$ cat src/rtl/program_loader.sv
// Builds the controller's instruction stream in feature memory: validates layer descriptors,
// packs them into 32-bit words and writes them downward from PC_START, closing with END.
module program_loader #(
  parameter int unsigned PC_START   = 4095,
  parameter int unsigned PROG_DEPTH = 64,
  parameter int unsigned ADDR_W     = 12
) (
  input  logic              clk,
  input  logic              reset,
  input  logic              load_start,
  input  logic              flush,
  input  logic              desc_valid,
  output logic              desc_ready,
  input  logic [3:0]        desc_op,
  input  logic [7:0]        desc_num,
  input  logic [13:0]       desc_size,
  input  logic [5:0]        desc_ksize,
  input  logic [3:0]        desc_stride,
  input  logic [3:0]        desc_class,
  input  logic [9:0]        desc_mstart,
  output logic [ADDR_W-1:0] feature_addr,
  output logic [31:0]       feature_data,
  output logic              feature_en,
  output logic [7:0]        instr_count,
  output logic              done,
  output logic              err,
  output logic [1:0]        err_code
);

  localparam logic [31:0] EndWord = 32'h4000_0000;
  localparam logic [3:0]  OpConv  = 4'd1;
  localparam logic [3:0]  OpPool  = 4'd2;
  localparam logic [3:0]  OpFc    = 4'd3;
  localparam logic [3:0]  OpEnd   = 4'd4;

  localparam logic [1:0] ErrNone  = 2'd0;
  localparam logic [1:0] ErrOp    = 2'd1;
  localparam logic [1:0] ErrRange = 2'd2;
  localparam logic [1:0] ErrFull  = 2'd3;

  typedef enum logic [1:0] {StIdle, StAccept, StWrite, StDone} state_e;

  state_e            state_q, state_d;
  logic [ADDR_W-1:0] ptr_q, ptr_d;
  logic [7:0]        count_q, count_d;
  logic [31:0]       word_q, word_d;
  logic              is_end_q, is_end_d;
  logic              err_q, err_d;
  logic [1:0]        err_code_q, err_code_d;

  logic [31:0] enc_word;
  logic [1:0]  chk_code;
  logic        full;
  logic        restart;

  assign full    = (count_q == 8'(PROG_DEPTH - 1));
  assign restart = load_start && ((state_q == StIdle) || (state_q == StDone));

  // Encode and validate the presented descriptor; chk_code is ErrNone when it may be written.
  always_comb begin
    enc_word = EndWord;
    chk_code = ErrNone;
    case (desc_op)
      OpConv: begin
        enc_word = {OpConv, desc_stride, desc_num, desc_ksize[3:0], desc_size[11:0]};
        if ((desc_size[13:12] != 2'd0) || (desc_ksize[5:4] != 2'd0) || (desc_ksize == 6'd0) ||
            ({8'd0, desc_ksize} > desc_size) || (desc_stride == 4'd0)) begin
          chk_code = ErrRange;
        end
      end
      OpPool: begin
        enc_word = {OpPool, desc_num, desc_ksize, desc_size};
        if ((desc_ksize == 6'd0) || (desc_num == 8'd0)) chk_code = ErrRange;
      end
      OpFc: begin
        enc_word = {OpFc, desc_num, desc_ksize, desc_class, desc_mstart};
        if ((desc_class == 4'd0) || (desc_num == 8'd0)) chk_code = ErrRange;
      end
      OpEnd:   enc_word = EndWord;
      default: chk_code = ErrOp;
    endcase
    // The last slot is reserved for END so a program can always be terminated.
    if (full && (desc_op != OpEnd)) chk_code = ErrFull;
  end

  always_ff @(posedge clk) begin
    if (reset) state_q <= StIdle;
    else       state_q <= state_d;
  end

  always_comb begin
    state_d = state_q;
    case (state_q)
      StIdle:   if (load_start) state_d = StAccept;
      StAccept: begin
        if (flush)                                   state_d = StWrite;
        else if (desc_valid && (chk_code == ErrNone)) state_d = StWrite;
      end
      StWrite:  state_d = is_end_q ? StDone : StAccept;
      StDone:   if (load_start) state_d = StAccept;
      default:  state_d = StIdle;
    endcase
  end

  always_comb begin
    desc_ready   = (state_q == StAccept) && !flush;
    feature_en   = (state_q == StWrite);
    feature_addr = feature_en ? ptr_q : '0;
    feature_data = feature_en ? word_q : '0;
    done         = (state_q == StDone);
    instr_count  = count_q;
    err          = err_q;
    err_code     = err_code_q;
  end

  always_comb begin
    ptr_d      = ptr_q;
    count_d    = count_q;
    word_d     = word_q;
    is_end_d   = is_end_q;
    err_d      = 1'b0;
    err_code_d = err_code_q;
    if (restart) begin
      ptr_d      = ADDR_W'(PC_START);
      count_d    = 8'd0;
      err_code_d = ErrNone;
    end
    if (state_q == StAccept) begin
      if (flush) begin
        word_d   = EndWord;
        is_end_d = 1'b1;
      end else if (desc_valid) begin
        if (chk_code == ErrNone) begin
          word_d   = enc_word;
          is_end_d = (desc_op == OpEnd);
        end else begin
          err_d      = 1'b1;
          err_code_d = chk_code;
        end
      end
    end
    if (state_q == StWrite) begin
      ptr_d   = ptr_q - 1'b1;
      count_d = count_q + 8'd1;
    end
  end

  always_ff @(posedge clk) begin
    if (reset) begin
      ptr_q      <= ADDR_W'(PC_START);
      count_q    <= 8'd0;
      word_q     <= 32'd0;
      is_end_q   <= 1'b0;
      err_q      <= 1'b0;
      err_code_q <= 2'd0;
    end else begin
      ptr_q      <= ptr_d;
      count_q    <= count_d;
      word_q     <= word_d;
      is_end_q   <= is_end_d;
      err_q      <= err_d;
      err_code_q <= err_code_d;
    end
  end

endmodule

$ cat config.mk
export PLATFORM = sky130hd
export DESIGN_NAME = program_loader
export DESIGN_NICKNAME = d
export VERILOG_FILES = /design/src/rtl/program_loader.sv
export SDC_FILE = /design/constraint.sdc
export NUM_CORES = 1
export LEC_CHECK = 0
export BUFFER_PORTS_ARGS = -buffer_cell sky130_fd_sc_hd__clkbuf_2
export CAP_MARGIN = 5
export CORE_AREA = 2 2 88 90
export CTS_CLUSTER_SIZE = 24
export DETAILED_ROUTE_END_ITERATION = 16
export DIE_AREA = 0 0 90 92
export PLACE_DENSITY = 0.89
export SYNTH_ARGS = -nofsm -noshare
export SYNTH_HDL_FRONTEND = slang
export SYNTH_SLANG_ARGS = --single-unit
$ cat constraint.sdc
create_clock -name clk -period 5.4 [get_ports clk]
set_input_delay 1.08 -clock clk [delete_from_list [all_inputs] [get_ports clk]]
set_output_delay 1.08 -clock clk [all_outputs]
set_load 0.01 [all_outputs]
==> reports/results.ini <==
[critical_path]
end_kind=flop
arrival_ns=3.82
path_cells=clkbuf_2 > or3b_2 > nor2_1 > o22ai_1 > nor4bb_4 > and2_4 > o21ai_0
reg2regPathDepth=8
required_ns=5.61
crit_fanout=29
cp_slowest_stage_delay_ns=0.91
cp_slowest_cell=nor4bb_4
rrSetupSlack_ns=2.64
startpoint_type=input pin
criticalPathCategory=in2reg

[sta]
grt_setup_unrepaired=false
skew_ns=0.00883
hold-worst-slack_ns=0.492
hold_viol=0
setup_violations=0
tightest_slew_ns=1.17
slew_violations=0
maxSlewHeadroom_pct=22.1
period_needed_ns=3.60
setup_tns_ns=0
max_freq_mhz=278
min_period_over_period_pct=66.7

[pwr]
pwr-share-comb_pct=30.4
switching_share_pct=35.2
p_per_area_nw_per_um2=259
seq_power_share_pct=37.7
p_int_w=0.000777
netSwitchingPower_w=0.000422
vdd_ir_drop_max_v=0.000138
clkPwrFrac_pct=31.9
power_leakage_nw=1.95

[synth]
yosys_warnings=0
synthCells=482
syn_area_um2=3860
synth.distinct_cells=55
ys.flop_type=dfxtp_1
async_reset_ff_share_pct=0
synth_enable_flop_cells=0
yosysSeqAreaShare_pct=29.6
synth_seq_cells=57
avgSynthCellArea_um2=8.00
synthesis.nets=549

[drt]
drtIter0Drc=307
wl_per_cell_um=15.9
viasPerCell=5.97
drc=0
ant_nets=0
wl_um=10700
firstDrtPassIters=7
vias=4029

[cts]
htreeDepth=3
hold_buffers=0
clk_pin_slew_worst_paths_ns=0.07
cts_sinks=57
post_cts_resize_count=0
clock_latency_ns=0.34
numCtsBuffers=9
clock-root-buffer=clkbuf_8
cts_tree=built
clock_path_buffers=2
cts_setup_buffers=0

[global_routing]
antenna_found_initial=0
grt_pass1_wl_um=17200
grt_max_degree=50
grt_pass1_vias=3602
globalRouteOverflowTotal=0
gr-usage-all-layers_pct=25.4

[finish]
layout_common_cells=clkbuf_2, dfxtp_1, and2_1, nor2_1, a31oi_1
layout_commonest_cell=clkbuf_2
antenna_cells=0
drive_gt1_share_pct=29.7
nets=635
area_delta_synth_final_pct=19.9

[run]
drv_cap=0

[floorplanning]
initial_utilization_pct=51.8
core_um2=7450
io_pins=113
num_rows=32
die_h_um=92
chipWidth_um=90
die_area_um2=8280

[min_path]
min_path_type=reg2reg
min_path_cells=2

[status]
status=finished, final reports clean

[placement]
place_congestion=0.954
portBuffers=111
dp_hpwl_um=7850

-- layout make-up --
class / count / area [um^2]
multi-input combinational: 357 / 2470
fill: 641 / 2820
timing repair buffer: 116 / 593
clock buffer: 14 / 183
inverter: 27 / 101
clock inverter: 2 / 10.0
sequential: 57 / 1140
tap: 102 / 128
-- metrics by stage --
stage	area (um^2)	instances	util [%]	total power, W	setup WS [ns]
5_1_grt	4620	675	62.1	0.00126	1.66
6_report	4620	675	62.1	0.00120	1.80
3_5_place_dp	4430	659	59.5	0.000819	1.49
3_3_place_gp	4430	659	59.5	0.000805	1.66
2_1_floorplan	3860	482	-	0.000700	2.23
4_1_cts	4620	675	62.1	0.00120	1.85
-- registers in the layout (all words and copies together), names as in the netlist --
register     flops
word_q          31
ptr_q           12
instr_count      8
err_code         2
state_q          2
err              1
is_end_q         1
-- cell families (layout without fill, tap and decap cells) --
logic type	after synthesis	after routing	synth area share, %
compound gates	128	128	24.7
xor+xnor	7	7	1.59
fa+ha+maj	12	12	3.89
buf+inv	68	159	7.14
flops	57	57	29.6
mux	8	8	2.30
other cells	1	1	0.0972
simple gates	201	201	30.7
-- power groups by stage --
stage | combinational [W] | sequential (W) | clock [W]
final | 0.000365 | 0.000452 | 0.000383
after global routing | 0.000397 | 0.000454 | 0.000412
after CTS | 0.000361 | 0.000452 | 0.000387
after detailed placement | 0.000358 | 0.000461 | 0
after global placement | 0.000346 | 0.000459 | 0
after floorplan | 0.000242 | 0.000458 | 0
-- cells in the mapped netlist (all sizes together) (4+ instances only) --
cell type / number / share of area (%)
a21o: 6 / 1.2
a21oi: 14 / 1.8
a22o: 26 / 5.9
a31oi: 29 / 4.7
and2: 49 / 8.0
buf: 5 / 1.0
clkbuf: 36 / 3.5
dfxtp: 57 / 30
ha: 12 / 3.9
inv: 27 / 2.6
mux2: 7 / 2.0
nand2: 19 / 1.8
nand2b: 4 / 0.65
nand3: 6 / 0.78
nor2: 31 / 3.0
nor2b: 4 / 0.65
nor3: 24 / 3.1
nor3b: 15 / 2.9
nor4: 8 / 1.3
o21ai: 19 / 2.5
o21bai: 5 / 0.97
o41ai: 15 / 4.6
or2: 6 / 0.97
or3: 5 / 0.81
or3b: 15 / 3.4
xor2: 4 / 0.91
-- layer usage --
metal  wire length [um]  GRT usage, %  vias to the layer above
met4                294          10.1                        0
met1               4420          31.6                     1887
met5                  0             0                        -
li1                   -             -                     1921
met2               5130          42.7                      194
met3                863          5.83                       27
-- final timing paths --
path                                                end               startpoint
worst max-delay path            word_q[15]$_SDFFE_PP0P_               desc_op[0]
worst max register to register  word_q[27]$_SDFFE_PP0P_  state_q[1]$_SDFFE_PP0P_
worst min-delay path            word_q[12]$_SDFFE_PP0P_  word_q[12]$_SDFFE_PP0P_
worst min register to register  word_q[12]$_SDFFE_PP0P_  word_q[12]$_SDFFE_PP0P_
-- critical path, delay by kind of cell --
family	cells	cell delay [ns]
AND/OR/NAND/NOR	4	2.12
AO/OA/AOI/OAI	2	0.34
buffers and inverters	1	0.26
Note: power is estimated with default switching activity, not from simulation.
